## src/rtl/fmeas_multi.sv

```systemverilog
`default_nettype none
// ============================================================================
// Module      : fmeas_multi
// Description : Multi-channel reciprocal frequency meter. One of N_CH
//               asynchronous waveforms is selected at start. The block counts
//               whole wave periods (ca) and their total length in clk cycles
//               (cb) over a gate that opens and closes on rising wave edges.
//               Optional feature macro: FMEAS_TIMEOUT_EN. When it is defined,
//               an edge-wait watchdog aborts measurements that see no edges.
// Revision    : 1.0 - initial release
// ============================================================================
module fmeas_multi #(
    parameter int N_CH           = 4,
    parameter int CNT_W          = 32,
    parameter int GATE_W         = 24,
    parameter int TIMEOUT_CYCLES = 2**20
) (
    input  logic                                       clk,
    input  logic                                       rst,
    input  logic [N_CH-1:0]                            wave,
    input  logic                                       start,
    input  logic [((N_CH > 1) ? $clog2(N_CH) : 1)-1:0] ch_sel,
    input  logic [GATE_W-1:0]                          gate_cycles,
    output logic                                       busy,
    output logic                                       done,
    output logic [CNT_W-1:0]                           ca,
    output logic [CNT_W-1:0]                           cb,
    output logic                                       ovf,
    output logic                                       timeout
);

    localparam int               c_CH_W    = (N_CH > 1) ? $clog2(N_CH) : 1;
    localparam logic [c_CH_W:0]  c_N_CH    = (c_CH_W + 1)'(N_CH);
    localparam logic [CNT_W-1:0] c_CNT_MAX = '1;
    localparam logic [CNT_W-1:0] c_CNT_ONE = CNT_W'(1);
    localparam logic [GATE_W-1:0] c_GATE_ONE = GATE_W'(1);

    localparam logic [1:0] c_ST_IDLE  = 2'd0;
    localparam logic [1:0] c_ST_ARM   = 2'd1;
    localparam logic [1:0] c_ST_GATE  = 2'd2;
    localparam logic [1:0] c_ST_CLOSE = 2'd3;

    // Reject configurations outside the supported range at elaboration.
    if (N_CH < 1 || N_CH > 16 || TIMEOUT_CYCLES < 1) begin : g_param_check
        $error("fmeas_multi: N_CH must be 1..16 and TIMEOUT_CYCLES >= 1");
    end

    logic [N_CH-1:0]   r_sync1;
    logic [N_CH-1:0]   r_sync2;
    logic [N_CH-1:0]   r_hist;
    logic [1:0]        r_state;
    logic [1:0]        w_next_state;
    logic [c_CH_W-1:0] r_ch;
    logic [GATE_W-1:0] r_gate_len;
    logic [GATE_W-1:0] r_timer;
    logic [CNT_W-1:0]  r_ea;
    logic [CNT_W-1:0]  r_eb;
    logic [CNT_W-1:0]  w_ea_inc;
    logic [CNT_W-1:0]  w_eb_inc;
    logic              w_ea_sat;
    logic              w_eb_sat;
    logic              w_sel_now;
    logic              w_sel_prev;
    logic              w_e;
    logic              w_accept;
    logic              w_open;
    logic              w_close;
    logic              w_abort;
    logic              w_counting;
    logic              w_wait_hit;

    // Two-flop synchroniser plus history flop on every wave input.
    always_ff @(posedge clk or posedge rst) begin
        if (rst) begin
            r_sync1 <= '0;
            r_sync2 <= '0;
            r_hist  <= '0;
        end else begin
            r_sync1 <= wave;
            r_sync2 <= r_sync1;
            r_hist  <= r_sync2;
        end
    end

    // Pick the latched channel out of the synchronised vectors.
    always_comb begin
        w_sel_now  = 1'b0;
        w_sel_prev = 1'b0;
        for (int i = 0; i < N_CH; i++) begin
            if (r_ch == c_CH_W'(i)) begin
                w_sel_now  = r_sync2[i];
                w_sel_prev = r_hist[i];
            end
        end
    end

    assign w_e        = w_sel_now & ~w_sel_prev;
    assign w_counting = (r_state == c_ST_GATE) || (r_state == c_ST_CLOSE);

    // Saturating increments: hold at all-ones instead of wrapping.
    assign w_ea_sat = (r_ea == c_CNT_MAX);
    assign w_eb_sat = (r_eb == c_CNT_MAX);
    assign w_ea_inc = w_ea_sat ? r_ea : (r_ea + c_CNT_ONE);
    assign w_eb_inc = w_eb_sat ? r_eb : (r_eb + c_CNT_ONE);

`ifdef FMEAS_TIMEOUT_EN
    localparam int                c_WAIT_W    = $clog2(TIMEOUT_CYCLES + 1);
    localparam logic [c_WAIT_W-1:0] c_WAIT_LAST = c_WAIT_W'(TIMEOUT_CYCLES - 1);
    localparam logic [c_WAIT_W-1:0] c_WAIT_ONE  = c_WAIT_W'(1);

    logic [c_WAIT_W-1:0] r_wait;

    // Edge-wait watchdog: restarts on every edge, runs while waiting for one.
    always_ff @(posedge clk or posedge rst) begin
        if (rst) begin
            r_wait <= '0;
        end else if (w_accept || w_e) begin
            r_wait <= '0;
        end else if ((r_state == c_ST_ARM) || (r_state == c_ST_CLOSE)) begin
            r_wait <= r_wait + c_WAIT_ONE;
        end
    end

    assign w_wait_hit = ((r_state == c_ST_ARM) || (r_state == c_ST_CLOSE)) &&
                        (r_wait == c_WAIT_LAST);

    // Timeout flag: cleared by an accepted start, set by a watchdog abort.
    always_ff @(posedge clk or posedge rst) begin
        if (rst) begin
            timeout <= 1'b0;
        end else if (w_accept) begin
            timeout <= 1'b0;
        end else if (w_abort) begin
            timeout <= 1'b1;
        end
    end
`else
    assign w_wait_hit = 1'b0;
    assign timeout    = 1'b0;
`endif

    // State register.
    always_ff @(posedge clk or posedge rst) begin
        if (rst) begin
            r_state <= c_ST_IDLE;
        end else begin
            r_state <= w_next_state;
        end
    end

    // Next-state and control decode. done is registered, so the cycle it is
    // high is already IDLE; a start in that cycle is rejected by gating on it.
    always_comb begin
        w_next_state = r_state;
        w_accept     = 1'b0;
        w_open       = 1'b0;
        w_close      = 1'b0;
        w_abort      = 1'b0;
        case (r_state)
            c_ST_IDLE: begin
                if (start && !done) begin
                    w_accept     = 1'b1;
                    w_next_state = c_ST_ARM;
                end
            end
            c_ST_ARM: begin
                if (w_e) begin
                    w_open       = 1'b1;
                    w_next_state = c_ST_GATE;
                end else if (w_wait_hit) begin
                    w_abort      = 1'b1;
                    w_next_state = c_ST_IDLE;
                end
            end
            c_ST_GATE: begin
                if (r_timer == c_GATE_ONE) begin
                    if (w_e) begin
                        w_close      = 1'b1;
                        w_next_state = c_ST_IDLE;
                    end else begin
                        w_next_state = c_ST_CLOSE;
                    end
                end
            end
            c_ST_CLOSE: begin
                if (w_e) begin
                    w_close      = 1'b1;
                    w_next_state = c_ST_IDLE;
                end else if (w_wait_hit) begin
                    w_abort      = 1'b1;
                    w_next_state = c_ST_IDLE;
                end
            end
            default: begin
                w_next_state = c_ST_IDLE;
            end
        endcase
    end

    // Measurement datapath: latch request, run counters, publish results.
    always_ff @(posedge clk or posedge rst) begin
        if (rst) begin
            busy       <= 1'b0;
            done       <= 1'b0;
            ca         <= '0;
            cb         <= '0;
            ovf        <= 1'b0;
            r_ch       <= '0;
            r_gate_len <= '0;
            r_timer    <= '0;
            r_ea       <= '0;
            r_eb       <= '0;
        end else begin
            busy <= (w_next_state != c_ST_IDLE);
            done <= w_close | w_abort;

            if (w_accept) begin
                r_ch       <= ({1'b0, ch_sel} >= c_N_CH) ? '0 : ch_sel;
                r_gate_len <= (gate_cycles == '0) ? c_GATE_ONE : gate_cycles;
                ovf        <= 1'b0;
            end

            if (w_open) begin
                r_ea    <= '0;
                r_eb    <= '0;
                r_timer <= r_gate_len;
            end else if (w_counting) begin
                r_eb <= w_eb_inc;
                if (w_e) begin
                    r_ea <= w_ea_inc;
                end
                if (w_eb_sat || (w_e && w_ea_sat)) begin
                    ovf <= 1'b1;
                end
                if (r_state == c_ST_GATE) begin
                    r_timer <= r_timer - c_GATE_ONE;
                end
            end

            // The closing edge itself is one more period and one more cycle.
            if (w_close) begin
                ca <= w_ea_inc;
                cb <= w_eb_inc;
            end else if (w_abort) begin
                ca <= '0;
                cb <= '0;
            end
        end
    end

endmodule
`default_nettype wire
```

## config.mk

```make
export PLATFORM = sky130hd
export DESIGN_NAME = fmeas_multi
export DESIGN_NICKNAME = d
export VERILOG_FILES = /design/src/rtl/fmeas_multi.sv
export SDC_FILE = /design/constraint.sdc
export NUM_CORES = 1
export LEC_CHECK = 0
export CAP_MARGIN = 10
export CORE_MARGIN = 3
export CORE_UTILIZATION = 55
export CTS_CLUSTER_SIZE = 40
export DETAILED_ROUTE_END_ITERATION = 8
export GPL_ROUTABILITY_DRIVEN = 0
export MAX_ROUTING_LAYER = met4
export PLACE_DENSITY = 0.79
export SKIP_CTS_REPAIR_TIMING = 1
export SYNTH_ARGS = -nofsm -noshare
export SYNTH_HDL_FRONTEND = slang
export SYNTH_SLANG_ARGS = --single-unit
```

## constraint.sdc

```tcl
create_clock -name clk -period 10.6 [get_ports clk]
set_clock_uncertainty 0.1 [all_clocks]
set_input_delay 3.18 -clock clk [delete_from_list [all_inputs] [get_ports clk]]
set_output_delay 3.18 -clock clk [all_outputs]
set_load 0.05 [all_outputs]
```

==> results of run 1 <==
[kinds of logic after synthesis]
group,after synthesis
other cells,1
fa+ha+maj,4
mux,17
compound gates,318
simple gates,452
xor+xnor,41
flops,195
buf+inv,104
[registers in the layout, indices dropped and copies added, names as in the netlist, 24 cells and up]
register,flops
r_gate_len,24
r_timer,24
cb,32
ca,32
r_eb,32
r_ea,32
[where the power goes]
group / leakage, nW / internal (mW) / switching [mW]
registers: 2.54 / 0.910 / 0.160
logic: 1.89 / 0.317 / 0.645
clock network: 0.275 / 0.372 / 0.279
total: 4.70 / 1.60 / 1.08
[how the worst max path moves through the flow]
stage | startpoint | endpoint | slack (ns) | cells after the start
finish | ca[0] | ca[0] | 5.62 | 1
global route | rst | cb[11] | 5.41 | 3
CTS | ca[0] | ca[0] | 5.62 | 1
detailed placement | rst | cb[9] | 5.16 | 3
global placement | rst | cb[10] | 5.18 | 3
floorplan | rst | busy | 2.01 | 1
[per-layer routing]
layer | track usage | vias to the layer above
li1 | - | 4292
met1 | 0.375 | 4485
met2 | 0.410 | 375
met3 | 0.0419 | 52
met4 | 0.0975 | 0
met5 | - | -
[metrics by stage]
stage,instances,power [mW],utilization,setup slack [ns]
2_1_floorplan,1132,1.74,-,2.01
3_3_place_gp,1388,2.01,0.622,5.18
3_5_place_dp,1388,2.04,0.622,5.16
4_1_cts,1419,2.69,0.655,5.62
5_1_grt,1419,2.83,0.655,5.41
6_report,1419,2.68,0.655,5.62
[Yosys cell counts, types with 14 or more instances]
library cell and instances:
inv_1 19, xnor2_1 25, xor2_1 16, a31oi_1 55
nand2_1 156, nor2_1 40, clkbuf_1 57, nor3_1 31
o31ai_1 22, nor4_1 22, or3_1 20, and3_1 17
a21oi_1 39, o21ai_0 120, dfrtp_1 195, or4_1 14
nand3_1 67, nand4_1 34
[layout make-up]
type | count | area share
tap | 229 | 0.0240
sequential | 195 | 0.409
timing repair buffer | 109 | 0.0894
inverter | 22 | 0.00766
multi-input combinational | 833 | 0.420
clock buffer | 24 | 0.0412
clock inverter | 7 | 0.00829
==> impl_results.md, run 1 <==
* Status: completed
* Synth area leader: dfrtp_1
* Root Buffer: clkbuf_16
* CTS tree: yes
* Async S/R FF share, synth at 1.00
* Synth top area cells: dfrtp_1 (47%), o21ai_0 (5.8%), nand2_1 (5.7%)
* Met3 wire length at 1620 um
* Drt initial violations at 866
* Clock Path Buffers at 2
* Number of max-cap violations at 0
* Fmax at approximately 200 MHz
* Worst path arrival time at about 1.7 ns
* WL/cell at 18.5 um
* Mapped cell area at 10300 um^2
* Crit path max-delay family: buffers and inverters
* Hpwl dp at 17000 um
* WL met2 at approximately 12000 um
* Synth-to-layout area growth at 15.5%
* Area occupied by multi-input gates at 5010 um^2
* Routed wire length at 26300 um
* Remaining DRCs at 0
* Worst setup SP type: flip-flop
* CTS buffer count at 17
* Clock-pin transition on the worst setup and hold timing paths at 0.07 ns
* Cells after Synth at 1132
* Antenna violations before repair at 0
* FF/Latch Area at 4880 um^2
* Die X-Extent at between 100 and 150 um
* Kind of critical path: flip-flop to output port
* Die footprint at ~20000 um^2
* Largest net degree at the start of global routing at 121
* GR Overflow Total at 0
* Worst Hold Path EP: r_sync2[0]
* Synth Area in Simple Gates at 0.229
* Hold Crit Depth at 0
* Synth Register Bits at 195
* Commonest non-fill, non-tap cells in the layout: dfrtp_1 (195), nand2_1 (156), o21ai_0 (120)
* I/O pin cnt at about 100
* Crit path capture type: output port
* Final Cycle Share at 0.470
* Reg2Reg Depth at 6
* Hold Crit Start: r_sync1[0]
* Normalized max-slew margin at 0.219
* H-tree depth at 4
* Worst hold slack at 0.248 ns
* Number of distinct library cells after synthesis at between 70 and 80
* GRT Util Overall at 0.271
* CP required at 7.32 ns
* First-pass GRT wire length at 43600 um
* Syn_nets at 1169
* Via count at approximately 9200
* Vias in the first global route at 8697
* Post-Synth XOR/XNOR Area at 0.0348
* Cell area after layout at ~12000 um^2
* Main combinational cell family by area after synthesis: simple AND/OR/NAND/NOR gates
* Sequential area share after synthesis at 0.473
* Hold Crit Class: flip-flop to flip-flop
* Synth top area share at 0.473
* Post-synth top flop: dfrtp_1
* YS warnings at 0
* Post-Route Setup TNS at 0 ns
* Synth Area in Compound Gates at 0.193
* Core Area at 18200 um^2
* Share of cells above drive strength 1 at 0.0613
* CP Cell Sequence: clkdlybuf4s50_1
* Syn avg cell area at 9.12 um^2
* Starting Density at 0.567
* N_diodes at 0
* Length of the first detailed-routing pass in iterations at 5
* Fillers at about 1500
* WP buf/inv at 1
* Slowest stage delay, CP at about 0.83 ns
* Slowest-stage cell, CP: clkdlybuf4s50_1
* Drt via density at roughly 6.5
* PortBufs at 99
* Leakage Power at 4.70 nW
* # rows at 49
* Final number of max-transition violations at 0
* Number of synthesized flops with an enable pin at 0
* # nets final at 1215
* Hold Fails Final Rpt at 0
* Placed cell areas at between 10000 and 15000 um^2
* Adder-cell share of the synthesized area at 0.00485
* Peak VDD IR at about 0.14 mV
* M1 WL at 11900 um
* FF-to-FF Start: r_timer[16]
* Tightest Pin Transition at ~1.2 ns
* Final ANT Viol Nets at 0
* Final setup violation count at 0
* Reg-to-reg setup timing slack at 6.85 ns
* Worst-skew pair later-pin latency at 0.44 ns
* Top sig layer: met4
* Most common cell after layout, fill and taps aside: dfrtp_1
* Reg2reg end: cb[25]
* Post-route minimum period at 4.98 ns
* RSZ-0062 raised after global routing: no
* Sink Count at 195
* CP Max Fanout at 2
* Die H at 143 um
* Pwr Density at 225 nW/um^2
* Multiplexer share of the synthesized area at 0.0200
(Power assumes the default switching activity.)
==> inputs of run 2 (changes only) <==
==> constraint.sdc (replaced) <==
create_clock -name clk -period 4.64 [get_ports clk]
set_clock_uncertainty 0.1 [all_clocks]
set_input_delay 1.392 -clock clk [delete_from_list [all_inputs] [get_ports clk]]
set_output_delay 1.392 -clock clk [all_outputs]
set_load 0.05 [all_outputs]
==> run 2 against run 1 <==
Worst setup slack got worse by 4.7 ns. Clock power is 130% higher. Highest routed layer unchanged. Design area rose by 0.43%.
==> impl_results.md, run 2 (same netlist as run 1, synthesis figures left out) <==
* P_int at 3.62 mW (+130%)
* Sw frac at 0.409 (+0.00454)
* Kind of critical path: flip-flop to flip-flop
* Crit path capture type: flip-flop
* Largest net degree at the start of global routing at 70 (-42%)
* Peak VDD IR at 0.338 mV (+150%)
* Worst path arrival time at 3.93 ns (+2.23 ns)
* Area occupied by multi-input gates at 5000 um^2 (about the same)
* Status: completed
* Pwr Density at 511 nW/um^2 (+130%)
* N_diodes at 0 (unchanged)
* Die X-Extent at 143 um (unchanged)
* Number of max-cap violations at 0 (unchanged)
* Gate power share at 0.365 (+0.006)
* RSZ-0062 raised after global routing: no
* # nets final at 1220 (+0.41%)
* Antenna violations before repair at 0 (unchanged)
* Routed wire length at 26100 um (-0.48%)
* Drt via density at 6.48 (-0.10%)
* Final setup violation count at 0 (unchanged)
* Final ANT Viol Nets at 0 (unchanged)
* CTS tree: yes
* GR Overflow Total at 0 (unchanged)
* WL/cell at 18.3 um (-0.83%)
* Most common cell after layout, fill and taps aside: dfrtp_1
* FF/Latch Area at 4880 um^2 (unchanged)
* Tightest Pin Transition at 1.14 ns (-0.0303 ns)
* CP Max Fanout at 37 (+35)
* Worst setup SP type: flip-flop
* CTS buffer count at 17 (unchanged)
* Share of cells above drive strength 1 at 0.0661 (+0.00476)
* Die H at 143 um (unchanged)
* Grt peak-use layer: met2
* Sink Count at 195 (unchanged)
* PortBufs at 99 (unchanged)
* Die footprint at 20400 um^2 (unchanged)
* CP required at 4.86 ns (-2.46 ns)
* Final number of max-transition violations at 0 (unchanged)
* Final Cycle Share at 0.799
* Met2 Usage GRT at 0.398 (-0.0124)
* Post-route minimum period at 3.71 ns
* # placed instances at 1393 (+0.36%)
* Clock Path Buffers at 2 (unchanged)
* Final non-filler cell total at 1424 (+0.35%)
* Clock power frac at 0.240 (-0.003)
* Fillers at 1479 (-2.8%)
* Vias in the first global route at 8385 (-3.6%)
* Post-Route Setup TNS at 0 ns (unchanged)
* Leakage Power at 4.74 nW (+0.72%)
* Switch Pwr at 2.50 mW (+130%)
* Core Area at 18200 um^2 (unchanged)
* GR Util met3 at 0.0422 (+0.000335)
* Hpwl dp at 17200 um (+1.2%)
* Flop pwr share at 0.396 (-0.003)
* I/O pin cnt at 101 (unchanged)
* Worst-skew pair later-pin latency at 0.44 ns (about the same)
* Root Buffer: clkbuf_16
* H-tree depth at 4 (unchanged)
* # rows at 49 (unchanged)
* Drt initial violations at 858 (-0.92%)
* Fmax at between 200 and 300 MHz
* First-pass GRT wire length at 42600 um (-2.2%)
* Hold Fails Final Rpt at 0 (unchanged)
* Commonest non-fill, non-tap cells in the layout: dfrtp_1 (195), nand2_1 (156), o21ai_0 (120)
* Length of the first detailed-routing pass in iterations at 5 (unchanged)
* Hold Crit Class: flip-flop to flip-flop
* Remaining DRCs at 0 (unchanged)
* Normalized max-slew margin at 0.239 (+0.0204)
* Clock-pin transition on the worst setup and hold timing paths at 0.07 ns (about the same)
* Synth-to-layout area growth at 16.0%
* GRT Util Overall at 0.265 (-0.00668)
* Via count at 9227 (+0.25%)
* Met1 usage at 0.368 (-0.00726)
* Starting Density at 0.567 (unchanged)
-- run 2: changes by cell type in the layout (fill, tap and decap cells not counted), moves of 2 or more --
cell	previous run	this run
clkinv_4	1	3
buf_4	10	12
clkbuf_1	3	1
clkbuf_8	4	1
buf_12	0	3
clkinv_2	1	4
-- run 2: layer usage --
layer,vias up,routed length (um)
li1,4317,-
met1,4464,11500
met2,393,12300
met3,53,1780
met4,0,595
met5,-,0
-- run 2: worst max-delay path, cell delays in order (launching register included) --
cell      delay [ns]
dfrtp_1         0.42
or4_1           0.61
nor4_1          0.57
a31o_2          0.61
nand2_4         0.36
clkinv_2        0.51
mux2_2          0.39
-- run 2: through the flow --
| step | power (mW) | hold slack [ns] | utilization | area, um^2 | worst slack, ns |
|---|---|---|---|---|---|
| 6_report | 6.12 | 0.253 | 0.658 | 12000 | 0.932 |
| 5_1_grt | 6.45 | 0.255 | 0.658 | 12000 | 0.711 |
| 4_1_cts | 6.12 | 0.253 | 0.658 | 12000 | 0.988 |
| 3_5_place_dp | 4.66 | 0.238 | 0.626 | 11400 | 0.992 |
| 3_3_place_gp | 4.58 | 0.234 | 0.626 | 11400 | 1.10 |
| 2_1_floorplan | 3.97 | 0.231 | - | 10300 | 0.630 |
-- run 2: area by class of cell --
cell class	count	area share
multi-input combinational	833	0.418
clock inverter	12	0.0111
sequential	195	0.407
timing repair buffer	114	0.0953
clock buffer	19	0.0370
inverter	22	0.00731
tap	229	0.0239
-- run 2: path summary, 6_finish.rpt --
path,end,slack (ns),cells after the start,startpoint
max in group asynchronous,cb[12],2.29,3,rst
min in group asynchronous,ca[1],1.35,2,rst
hold reg to reg,r_sync2[0],0.25,0,r_sync1[0]
hold / removal,r_sync2[0],0.25,0,r_sync1[0]
setup reg to reg,cb[0],0.93,6,r_timer[16]
setup / recovery,cb[0],0.93,6,r_timer[16]
-- run 2: power groups by stage --
stage          Combinational [mW]  Clock, mW  Sequential (mW)
3_3_place_gp                 2.16          0             2.42
2_1_floorplan                1.22          0             2.75
6_report                     2.23       1.47             2.42
4_1_cts                      2.23       1.47             2.41
3_5_place_dp                 2.22          0             2.44
5_1_grt                      2.44       1.55             2.47
==> inputs of run 3 (changes only) <==
--- a/config.mk
+++ b/config.mk
@@ -7,7 +7,7 @@
 export LEC_CHECK = 0
 export CAP_MARGIN = 10
 export CORE_MARGIN = 3
-export CORE_UTILIZATION = 55
+export CORE_UTILIZATION = 52
 export CTS_CLUSTER_SIZE = 40
 export DETAILED_ROUTE_END_ITERATION = 8
 export GPL_ROUTABILITY_DRIVEN = 0
==> constraint.sdc (replaced) <==
create_clock -name clk -period 3.35 [get_ports clk]
set_clock_uncertainty 0.1 [all_clocks]
set_input_delay 1.005 -clock clk [delete_from_list [all_inputs] [get_ports clk]]
set_output_delay 1.005 -clock clk [all_outputs]
set_load 0.05 [all_outputs]
==> run 3 against run 2 <==
Hold slack worse by 0.0066 ns. Critical path type unchanged. Final cell count increased by 3.2%. Combinational power grew 40%. Fmax up 25%. Clock power up 37%. Critical path depth did not move. Sequential power grew 40%. Wire length grew 2.2%. Design area rose by 1.1%. Flip-flop and latch count did not move.
==> impl_results.md, run 3 (same netlist as run 1, synthesis figures left out) <==
* # nets final at 1234 (+1.1%)
* Clock power frac at 0.236 (-0.004)
* Worst-skew pair later-pin latency at 0.45 ns (about the same)
* Area occupied by multi-input gates at 5000 um^2 (unchanged)
* Final Util at 0.634 (-0.0233)
* Final ANT Viol Nets at 0 (unchanged)
* Setup WS pre-CTS at 0.490 ns (-0.501 ns)
* RSZ-0062 raised after global routing: no
* # rows at 50 (+2.0%)
* Hold Crit Class: flip-flop to flip-flop
* Worst path arrival time at 3.22 ns (-0.71 ns)
* Largest net degree at the start of global routing at 115 (+64%)
* Setup slack after layout at 0.394 ns (-0.538 ns)
* Peak VDD IR at 0.500 mV (+48%)
* Worst setup SP type: flip-flop
* Starting Density at 0.541 (-0.0259)
* Switch Pwr at 3.47 mW (+39%)
* Crit path capture type: flip-flop
* First-pass GRT wire length at 44300 um (+3.9%)
* Clock Path Buffers at 2 (unchanged)
* Drt initial violations at 994 (+16%)
* H-tree depth at 4 (unchanged)
* Kind of critical path: flip-flop to flip-flop
* Drt via density at 6.36 (-1.8%)
* Length of the first detailed-routing pass in iterations at 5 (unchanged)
* Leakage Power at 4.80 nW (+1.4%)
* N_diodes at 0 (unchanged)
* FF/Latch Area at 4880 um^2 (unchanged)
* CP required at 3.61 ns (-1.25 ns)
* Hold Fails Final Rpt at 0 (unchanged)
* # placed instances at 1438 (+3.2%)
* Remaining DRCs at 0 (unchanged)
* Fillers at 1591 (+7.6%)
* Tightest Pin Transition at 0.994 ns (-0.144 ns)
* Status: completed
* Antenna violations before repair at 0 (unchanged)
* Share of cells above drive strength 1 at 0.0769 (+0.0108)
* Final non-filler cell total at 1470 (+3.2%)
* Most common cell after layout, fill and taps aside: dfrtp_1
* Die X-Extent at 147 um (+2.7%)
* Sw frac at 0.408 (-0.000652)
* Clock-pin transition on the worst setup and hold timing paths at 0.07 ns (about the same)
* Pwr Density at 703 nW/um^2 (+37%)
* Normalized max-slew margin at 0.333 (+0.0936)
* Final number of max-transition violations at 0 (unchanged)
* GR Overflow Total at 0 (unchanged)
* Die H at 147 um (+2.7%)
* Post-Route Setup TNS at 0 ns (unchanged)
* Post-route minimum period at 2.96 ns (-0.752 ns)
* Vias in the first global route at 8670 (+3.4%)
* PortBufs at 99 (unchanged)
* Cell area after layout at 12100 um^2 (+1.1%)
* Root Buffer: clkbuf_16
* Hpwl dp at 18100 um (+5.1%)
* Gate power share at 0.367 (+0.002)
* P_int at 5.03 mW (+39%)
* Die footprint at 21600 um^2 (+5.5%)
* Final Cycle Share at 0.882 (+0.0831)
* CTS buffer count at 17 (unchanged)
* Number of max-cap violations at 0 (unchanged)
* WL/cell at 18.2 um (-0.99%)
* Synth-to-layout area growth at 17.3%
* Final setup violation count at 0 (unchanged)
* Commonest non-fill, non-tap cells in the layout: dfrtp_1 (195), nand2_1 (156), o21ai_0 (120)
* Core Area at 19100 um^2 (+4.8%)
* Placed cell areas at 11500 um^2 (+1.2%)
* Sink Count at 195 (unchanged)
* CTS tree: yes
* CP Max Fanout at 19 (-49%)
* I/O pin cnt at 101 (unchanged)
* Via count at 9353 (+1.4%)
* Routed wire length at 26700 um (+2.2%)
* GRT Util Overall at 0.255 (-0.0102)
* Flop pwr share at 0.397 (about the same)
* Fmax at 338 MHz (+25%)
run 3: per-stage QoR:
stage | hold WS [ns] | power, mW
after detailed placement | 0.235 | 6.51
after floorplan | 0.231 | 5.50
after global placement | 0.234 | 6.43
final | 0.246 | 8.50
after global routing | 0.255 | 8.96
after CTS | 0.250 | 8.51
run 3: worst paths after layout:
kind / from / end / slack, ns / cells after the start
max: r_ea[27] / r_ea[9] / 0.39 / 6
min: r_sync1[0] / r_sync2[0] / 0.25 / 0
max reg2reg: r_ea[27] / r_ea[9] / 0.39 / 6
min reg2reg: r_sync1[0] / r_sync2[0] / 0.25 / 0
max in group asynchronous: rst / r_eb[7] / 1.59 / 3
min in group asynchronous: rst / r_sync1[2] / 0.71 / 2
run 3: layout make-up:
class	count	share of cell area
inverters	22	0.00724
multi-input cells	833	0.413
flip-flops and latches	195	0.403
clock inverters	10	0.00817
well taps	260	0.0269
repair buffers	128	0.102
clock buffers	22	0.0392
run 3: per-layer routing:
layer  vias up  routed length [um]  track usage
li1       4348                   -            -
met1      4563               12000        0.349
met2       386               12600        0.392
met3        56                1590       0.0435
met4         0                 552       0.0771
met5         -                   0            -
run 3: power groups by stage:
stage          clock, mW  sequential (mW)  combinational [mW]
2_1_floorplan          0             3.81                1.69
3_3_place_gp           0             3.38                3.04
3_5_place_dp           0             3.40                3.11
4_1_cts             2.02             3.36                3.12
5_1_grt             2.12             3.45                3.40
6_report            2.01             3.38                3.12
run 3: critical path, stage by stage (launching register included):
cell and delay (ns):
dfrtp_1 0.54, nand4_4 0.17, or4_1 0.72, nor3_4 0.70, buf_4 0.33, o21ai_0 0.10
a31oi_1 0.20
